## config.mk

```make
export PLATFORM = sky130hd
export DESIGN_NAME = matmul_ctrl_flat
export DESIGN_NICKNAME = d
export VERILOG_FILES = /design/src/rtl/matmul_ctrl_if.sv /design/src/rtl/matmul_ctrl.sv /design/src/flat_wrapper.sv
export SDC_FILE = /design/constraint.sdc
export NUM_CORES = 1
export LEC_CHECK = 0
export CAP_MARGIN = 10
export CELL_PAD_IN_SITES_DETAIL_PLACEMENT = 1
export CELL_PAD_IN_SITES_GLOBAL_PLACEMENT = 1
export CORE_MARGIN = 5
export CORE_UTILIZATION = 40
export CTS_BUF_LIST = sky130_fd_sc_hd__clkbuf_16
export DETAILED_ROUTE_END_ITERATION = 8
export GPL_TIMING_DRIVEN = 0
export PLACE_DENSITY_LB_ADDON = 0.1
export SYNTH_ARGS = -nofsm -noshare
export SYNTH_HDL_FRONTEND = slang
export SYNTH_SLANG_ARGS = --single-unit
export TNS_END_PERCENT = 20
```

## constraint.sdc

```tcl
create_clock -name clk -period 4 [get_ports clk]
set_input_delay 0.8 -clock clk [delete_from_list [all_inputs] [get_ports clk]]
set_output_delay 0.8 -clock clk [all_outputs]
set_load 0.005 [all_outputs]
```

## src/rtl/matmul_ctrl_if.sv

```systemverilog
// Host handshake and datapath control bundle for matmul_ctrl.
// master: host/testbench side; slave: the sequencer.
interface matmul_ctrl_if #(
    parameter int ROM_AW = 5,
    parameter int RAM_AW = 4
);
    logic              start;
    logic              valid_input;
    logic              input_load_en;
    logic              X_shift;
    logic [ROM_AW-1:0] rom_addr;
    logic              mac_en;
    logic              mac_clr;
    logic              ram_we;
    logic [RAM_AW-1:0] ram_addr;
    logic [1:0]        wr_row;
    logic              busy;
    logic              done;

    modport master (
        output start, valid_input,
        input  input_load_en, X_shift, rom_addr, mac_en, mac_clr,
        input  ram_we, ram_addr, wr_row, busy, done
    );

    modport slave (
        input  start, valid_input,
        output input_load_en, X_shift, rom_addr, mac_en, mac_clr,
        output ram_we, ram_addr, wr_row, busy, done
    );
endinterface

```

## src/rtl/matmul_ctrl.sv

```systemverilog
// Sequencer for the 4x8 x 8xCOLS matmul: LOAD 32 bytes, MAC 8/column, WRITE 4 rows/column.
// Ports: clk, rst (async active-low), bus (slave: start/valid in; X/ROM/MAC/RAM controls, busy, done out).
module matmul_ctrl #(
    parameter int COLS   = 4,
    parameter int ROM_AW = 5,
    parameter int RAM_AW = 4
) (
    input  logic          clk,
    input  logic          rst,
    matmul_ctrl_if.slave  bus
);
    typedef enum logic [2:0] {
        S_IDLE,
        S_LOAD,
        S_MAC,
        S_WRITE,
        S_DONE
    } state_t;

    localparam logic [2:0] COL_LAST = 3'(COLS - 1);

    state_t     state, state_nx;
    logic [4:0] load_cnt, load_cnt_nx;
    logic [2:0] k, k_nx;
    logic [1:0] row, row_nx;
    logic [2:0] col, col_nx;

    always_ff @(posedge clk or negedge rst) begin
        if (!rst) begin
            state    <= S_IDLE;
            load_cnt <= '0;
            k        <= '0;
            row      <= '0;
            col      <= '0;
        end else begin
            state    <= state_nx;
            load_cnt <= load_cnt_nx;
            k        <= k_nx;
            row      <= row_nx;
            col      <= col_nx;
        end
    end

    always_comb begin
        state_nx          = state;
        load_cnt_nx       = load_cnt;
        k_nx              = k;
        row_nx            = row;
        col_nx            = col;
        bus.input_load_en = 1'b0;
        bus.X_shift       = 1'b0;
        bus.rom_addr      = '0;
        bus.mac_en        = 1'b0;
        bus.mac_clr       = 1'b0;
        bus.ram_we        = 1'b0;
        bus.ram_addr      = '0;
        bus.wr_row        = '0;
        bus.busy          = 1'b0;
        bus.done          = 1'b0;

        unique case (state)
            S_IDLE: begin
                if (bus.start) begin
                    state_nx    = S_LOAD;
                    load_cnt_nx = '0;
                    k_nx        = '0;
                    row_nx      = '0;
                    col_nx      = '0;
                end
            end
            S_LOAD: begin
                bus.busy          = 1'b1;
                bus.input_load_en = 1'b1;
                if (bus.valid_input) begin
                    load_cnt_nx = load_cnt + 5'd1;
                    if (load_cnt == 5'd31) begin
                        state_nx = S_MAC;
                        k_nx     = '0;
                        col_nx   = '0;
                    end
                end
            end
            S_MAC: begin
                bus.busy     = 1'b1;
                bus.X_shift  = 1'b1;
                bus.mac_en   = 1'b1;
                bus.mac_clr  = (k == 3'd0);
                bus.rom_addr = ROM_AW'({col, k});
                k_nx         = k + 3'd1;
                // Eight rotations restore X, so the next column reuses it as-is.
                if (k == 3'd7) begin
                    state_nx = S_WRITE;
                    row_nx   = '0;
                end
            end
            S_WRITE: begin
                bus.busy     = 1'b1;
                bus.ram_we   = 1'b1;
                bus.wr_row   = row;
                bus.ram_addr = RAM_AW'({col, row});
                row_nx       = row + 2'd1;
                if (row == 2'd3) begin
                    if (col == COL_LAST) begin
                        state_nx = S_DONE;
                    end else begin
                        col_nx   = col + 3'd1;
                        k_nx     = '0;
                        state_nx = S_MAC;
                    end
                end
            end
            S_DONE: begin
                bus.busy = 1'b1;
                bus.done = 1'b1;
                state_nx = S_IDLE;
            end
            default: state_nx = S_IDLE;
        endcase
    end
endmodule
```

## src/flat_wrapper.sv

```systemverilog
// flat-port wrapper written by rule: the top's interface ports become plain ports
module matmul_ctrl_flat 
#(
    parameter int COLS   = 4,
    parameter int ROM_AW = 5,
    parameter int RAM_AW = 4
)
  (clk, rst, bus_start, bus_valid_input, bus_input_load_en, bus_X_shift, bus_rom_addr, bus_mac_en, bus_mac_clr, bus_ram_we, bus_ram_addr, bus_wr_row, bus_busy, bus_done);
  matmul_ctrl_if #(.ROM_AW(ROM_AW), .RAM_AW(RAM_AW)) bus_i ();
  input  logic clk;
  input  logic rst;
  input wire logic [$bits(bus_i.start)-1:0] bus_start;
  input wire logic [$bits(bus_i.valid_input)-1:0] bus_valid_input;
  output wire logic [$bits(bus_i.input_load_en)-1:0] bus_input_load_en;
  output wire logic [$bits(bus_i.X_shift)-1:0] bus_X_shift;
  output wire logic [$bits(bus_i.rom_addr)-1:0] bus_rom_addr;
  output wire logic [$bits(bus_i.mac_en)-1:0] bus_mac_en;
  output wire logic [$bits(bus_i.mac_clr)-1:0] bus_mac_clr;
  output wire logic [$bits(bus_i.ram_we)-1:0] bus_ram_we;
  output wire logic [$bits(bus_i.ram_addr)-1:0] bus_ram_addr;
  output wire logic [$bits(bus_i.wr_row)-1:0] bus_wr_row;
  output wire logic [$bits(bus_i.busy)-1:0] bus_busy;
  output wire logic [$bits(bus_i.done)-1:0] bus_done;
  assign bus_i.start = bus_start;
  assign bus_i.valid_input = bus_valid_input;
  assign bus_input_load_en = bus_i.input_load_en;
  assign bus_X_shift = bus_i.X_shift;
  assign bus_rom_addr = bus_i.rom_addr;
  assign bus_mac_en = bus_i.mac_en;
  assign bus_mac_clr = bus_i.mac_clr;
  assign bus_ram_we = bus_i.ram_we;
  assign bus_ram_addr = bus_i.ram_addr;
  assign bus_wr_row = bus_i.wr_row;
  assign bus_busy = bus_i.busy;
  assign bus_done = bus_i.done;
  matmul_ctrl #(.COLS(COLS), .ROM_AW(ROM_AW), .RAM_AW(RAM_AW)) u_core (.clk(clk), .rst(rst), .bus(bus_i));
endmodule
```

After elaboration in Yosys (flattened, before gate mapping)
Cells that the tools add are included.

storage, ports and cells
  word-level logic and storage cells = 66
  output and inout port bits = 18
  register bits after elaboration = 16
  input bits = 4

operators by class
  multiplexer cells = 31
  reductions and logical operators = 12
  add/sub/neg operators = 4
  eq/ne operators = 14

operators by type and width
  operator                                               count
  2-to-1 mux 3 bit                                       13
  one-hot mux 3 bit (4 select lines)                     2
  2-to-1 mux 5 bit                                       3
  AND reduction 6 bit                                    2
  one-hot mux 5 bit (2 select lines)                     1
  == test 3 x 2 -> 1 bit, second input constant          3
  one-hot mux 3 bit (3 select lines)                     1
  adder 3 x 1 -> 3 bit, second input constant            2
  == test 3 bit, second input constant                   2
  zero test 3 bit                                        2
  2-to-1 mux 1 bit                                       6
  2-to-1 mux 2 bit                                       3
  inequality test 2 x 1 -> 1 bit, second input constant  3
  inequality test 2 bit, second input constant           3
  one-hot mux 2 bit (3 select lines)                     1
  AND reduction 3 bit                                    2
  nonzero test 3 bit                                     2
  adder 5 x 1 -> 5 bit, second input constant            1
  == test 5 bit, second input constant                   1
  AND reduction 5 bit                                    1
  2-to-1 mux 4 bit                                       1
  nonzero test 4 bit                                     1
  OR reduction 4 bit                                     1
  == test 3 x 1 -> 1 bit, second input constant          1
  other kinds (3)                                        3

Depth between registers and ports, before layout
  depth in word-level cells = 4
  depth in mapped cells = 7
  depth with buffers taken out = 7

Worst setup path before layout
Ideal clock, no wire load.

  path type = flip-flop to output port
  start point = register u_core.state[0]
  end point = output bus_mac_clr
  arrival time = 1.167 ns
  path slack = 2.033 ns
  data required time = 3.200 ns
  cell stages (with the launch flop) = 4
  path buffers = 1
  cells stage by stage = dfrtp_1 > buf_4 > nor3b_2 > and3b_1

on the way
  cells in the longest elaborated chain, start to end = 2

ends and longest elaborated chain
  item                      RTL line            text
  start: declaration        matmul_ctrl.sv:22   state_t state, state_nx;
  start signal: assignment  matmul_ctrl.sv:36   state <= state_nx;
  == test 3 x 2 -> 1 bit    matmul_ctrl.sv:61   unique case (state)
  2-to-1 mux 1 bit          matmul_ctrl.sv:61
  end: declaration          flat_wrapper.sv:18  output wire logic [$bits(bus_i.mac_clr)-1:0] bus_mac_clr;

No other way between the ends.

Worst setup path after layout
Same ends and word-level chain as after synthesis.

==> impl_results.md <==
* Outcome: finished clean
* HPWL Detailed at around 1700 um
* Syn Nets at 119
* Worst VDD drop at 390 uV
* PwrDens at a little under 700 nW/um^2
* First-pass GRT wire length at 3800 um
* Diodes inserted at 0
* Max Cap Viol at 0
* Initial DRC Count at 30
* Post-synthesis mux area share at 0.0625
* Die Area at 3660 sq um
* Final period utilization at 0.715
* Post-Synthesis Cell Area at 1020 sq um
* YS warnings at 0
* Setup_tns at 0 ns
* Mapped Cells at about 110
* DRC errors left at 0
* Clock sinks at 16
* CTS H-tree depth at 1
* Final #Nets at 145
* Die Wd at 60.5 um
* Flop and latch count out of synthesis at 16
* TritonCTS clock tree: done
* Post-route cell area at 1350 sq um
* Core ar. at 2450 sq um
* Syn Area/Cell at 9.54 sq um
* Skew-Pair Late Insertion Delay at 0.25 ns
* Worst-margin pin slew at between 0.7 and 0.8 ns
* Leakage dissipation at 0.656 nW
* Starting Density at 0.416
* Worst hold slack at roughly 0.47 ns
* Largest net degree at the start of global routing at 17
* Worst clock skew at 0.00327 ns
* Hold WC Path Type: reg2reg
* Maximum fanout along the worst path at 11
* Vias at 832
* TritonCTS buffer count at 3
* Vias in the first global route at 864
* Initial antenna violation count at 0
* Fmax at approximately 350 MHz
* # rows at 18
* WL/cell at 13.9 um
* Top-area cell type share of the netlist area at 0.392
* Root Driver: clkbuf_16
* Synth top area cells: dfrtp_1, ha_1, nand2_1, and2_1, a22o_1
* Compound-Gate Fraction of Synth Area at 0.134
* Post-Synth Simple-Gate Area at 0.221
* Slew headroom at 0.483
* Post-CTS Setup Inserts at 0
* Critical Path Start Type: register
* GR Overflow Total at 0
* Filler cells at ~290
* Critical setup path kind: reg2out
* Worst path required time at 3.20 ns
* Fin. Hold Viols at 0
* # setup viols final at 0
* Hold buffer count at cts at 0
* PortBufs at 21
* Final ANT Viol Nets at 0
* Ports at 22
* Tot GR Track Use at 0.142
* Unrepaired setup endpoints after global routing: false
* Minimum clock period at 2.86 ns
* Longest Clk Path Bufs at 2
* Vias per cell at between 5 and 6
* Routed WL at 2250 um
* Slew Viols, Final at 0
* Post-synth top area cell: dfrtp_1
* Die H at 60.5 um
* Largest family of logic cells by synthesized area: simple AND/OR/NAND/NOR gates
* Post-Place Cell Area at 1270 sq um
* Worst Path Arrival at 2.06 ns
* Register area share after synthesis at 0.392
* Post_cts resized at 0
* Share of layout cells above drive strength 1 at 0.136
* Overall power at 931 uW
* Setup crit end kind: output pin
* DP Worst Slack at 1.36 ns
* Netlist cell types at 33
* Synth Area in XOR/XNOR at 0.00858
* Final worst setup slack at approximately 1.1 ns
* Adder-Cell Fraction of Synth Area at 0.0980
* Clk slew on worst S/H paths at 0.05 ns
* Placer Congestion at 0.684
* Drt pass-1 iters at 4
* Area grow syn2layout at 32.0%
==> power breakdown <==
group	total (mW)	leakage, nW	internal, mW	switching (mW)
Sequential	0.255	0.207	0.211	0.0434
Clock	0.200	0.0385	0.133	0.0671
Combinational	0.477	0.411	0.275	0.202
Total	0.931	0.656	0.619	0.313
==> worst paths after layout <==
kind	depth (start not counted)	slack, ns	to	from
worst min-delay path	2	0.47	u_core.load_cnt[4]	u_core.load_cnt[4]
max in group asynchronous	1	2.51	u_core.state[2]	rst
worst max register to register	7	2.05	u_core.col[2]	u_core.load_cnt[0]
worst max-delay path	4	1.14	bus_mac_clr	u_core.state[0]
worst min register to register	2	0.47	u_core.load_cnt[4]	u_core.load_cnt[4]
min in group asynchronous	1	1.01	u_core.load_cnt[3]	rst
==> cells in the final DEF (no fill, tap or decap), types with 3 or more instances in the layout <==
cell	netlist	layout
clkdlybuf4s50_1	0	21
dfrtp_1	16	16
nand2_1	11	11
inv_1	8	8
ha_1	8	8
nor2_1	6	6
and2_1	6	6
buf_4	4	4
and3_1	4	4
a22o_1	4	4
nand3_1	4	4
buf_2	3	3
a21oi_1	3	3
mux2i_1	3	3
mux2_2	3	3
o21ai_1	3	3
clkbuf_16	0	3
==> synthesized netlist by cell type <==
| library cell | n |
|---|---|
| o21ai_1 | 3 |
| a31oi_1 | 1 |
| and3_1 | 4 |
| nor3b_2 | 2 |
| o21ai_0 | 2 |
| ha_1 | 8 |
| mux2_2 | 3 |
| nor2b_1 | 2 |
| o2bb2ai_1 | 1 |
| dfrtp_1 | 16 |
| and2_1 | 6 |
| inv_1 | 8 |
| nor2_1 | 6 |
| buf_4 | 4 |
| a21oi_1 | 3 |
| nand3_1 | 4 |
| or3_1 | 1 |
| mux2i_1 | 3 |
| a22o_1 | 4 |
| a21o_1 | 1 |
| buf_2 | 3 |
| o211a_1 | 1 |
| and2b_1 | 1 |
| buf_6 | 1 |
| o31ai_1 | 1 |
| nand2_1 | 11 |
| nand3b_1 | 1 |
| o211ai_2 | 1 |
| o311ai_1 | 1 |
| xnor2_1 | 1 |
| or2_2 | 1 |
| nor3_1 | 1 |
| and3b_1 | 1 |
==> stage by stage <==
step,utilization,instances
finish,0.549,162
floorplan,-,107
global route,0.549,162
detailed placement,0.517,158
CTS,0.549,162
global placement,0.517,158
==> worst max-delay path, stage by stage, from the launching register on <==
cell and delay [ns]:
dfrtp_1 0.40, buf_4 0.18, nor3b_2 0.50, and3b_1 0.24, clkdlybuf4s50_1 0.50
==> area by class of cell <==
type | instances | area (sq um) | share of cell area
clock inverter | 1 | 3.75 | 0.00279
multi-input combinational | 75 | 534 | 0.396
buffer | 8 | 56.3 | 0.0418
timing repair buffer | 21 | 210 | 0.156
clock buffer | 3 | 75.1 | 0.0557
inverter | 8 | 30.0 | 0.0223
sequential | 16 | 400 | 0.297
tap | 30 | 37.5 | 0.0279
==> sequential cells by signal, indices dropped and copies added (netlist names) <==
signal           flops
u_core.state         3
u_core.load_cnt      5
u_core.col           3
u_core.row           2
u_core.k             3
==> cells by family after synthesis <==
group / count (synthesis)
buf+inv: 16
simple gates: 41
xor+xnor: 1
compound gates: 19
flops: 16
mux: 6
fa+ha+maj: 8
==> layer usage <==
| layer | global-route usage | vias up | share of wire |
|---|---|---|---|
| met5 | 0 | - | 0 |
| met2 | 0.239 | 15 | 0.46 |
| li1 | - | 419 | - |
| met1 | 0.174 | 393 | 0.48 |
| met3 | 0.0255 | 5 | 0.038 |
| met4 | 0.0743 | 0 | 0.022 |
Power figures use the tool's default switching activity.
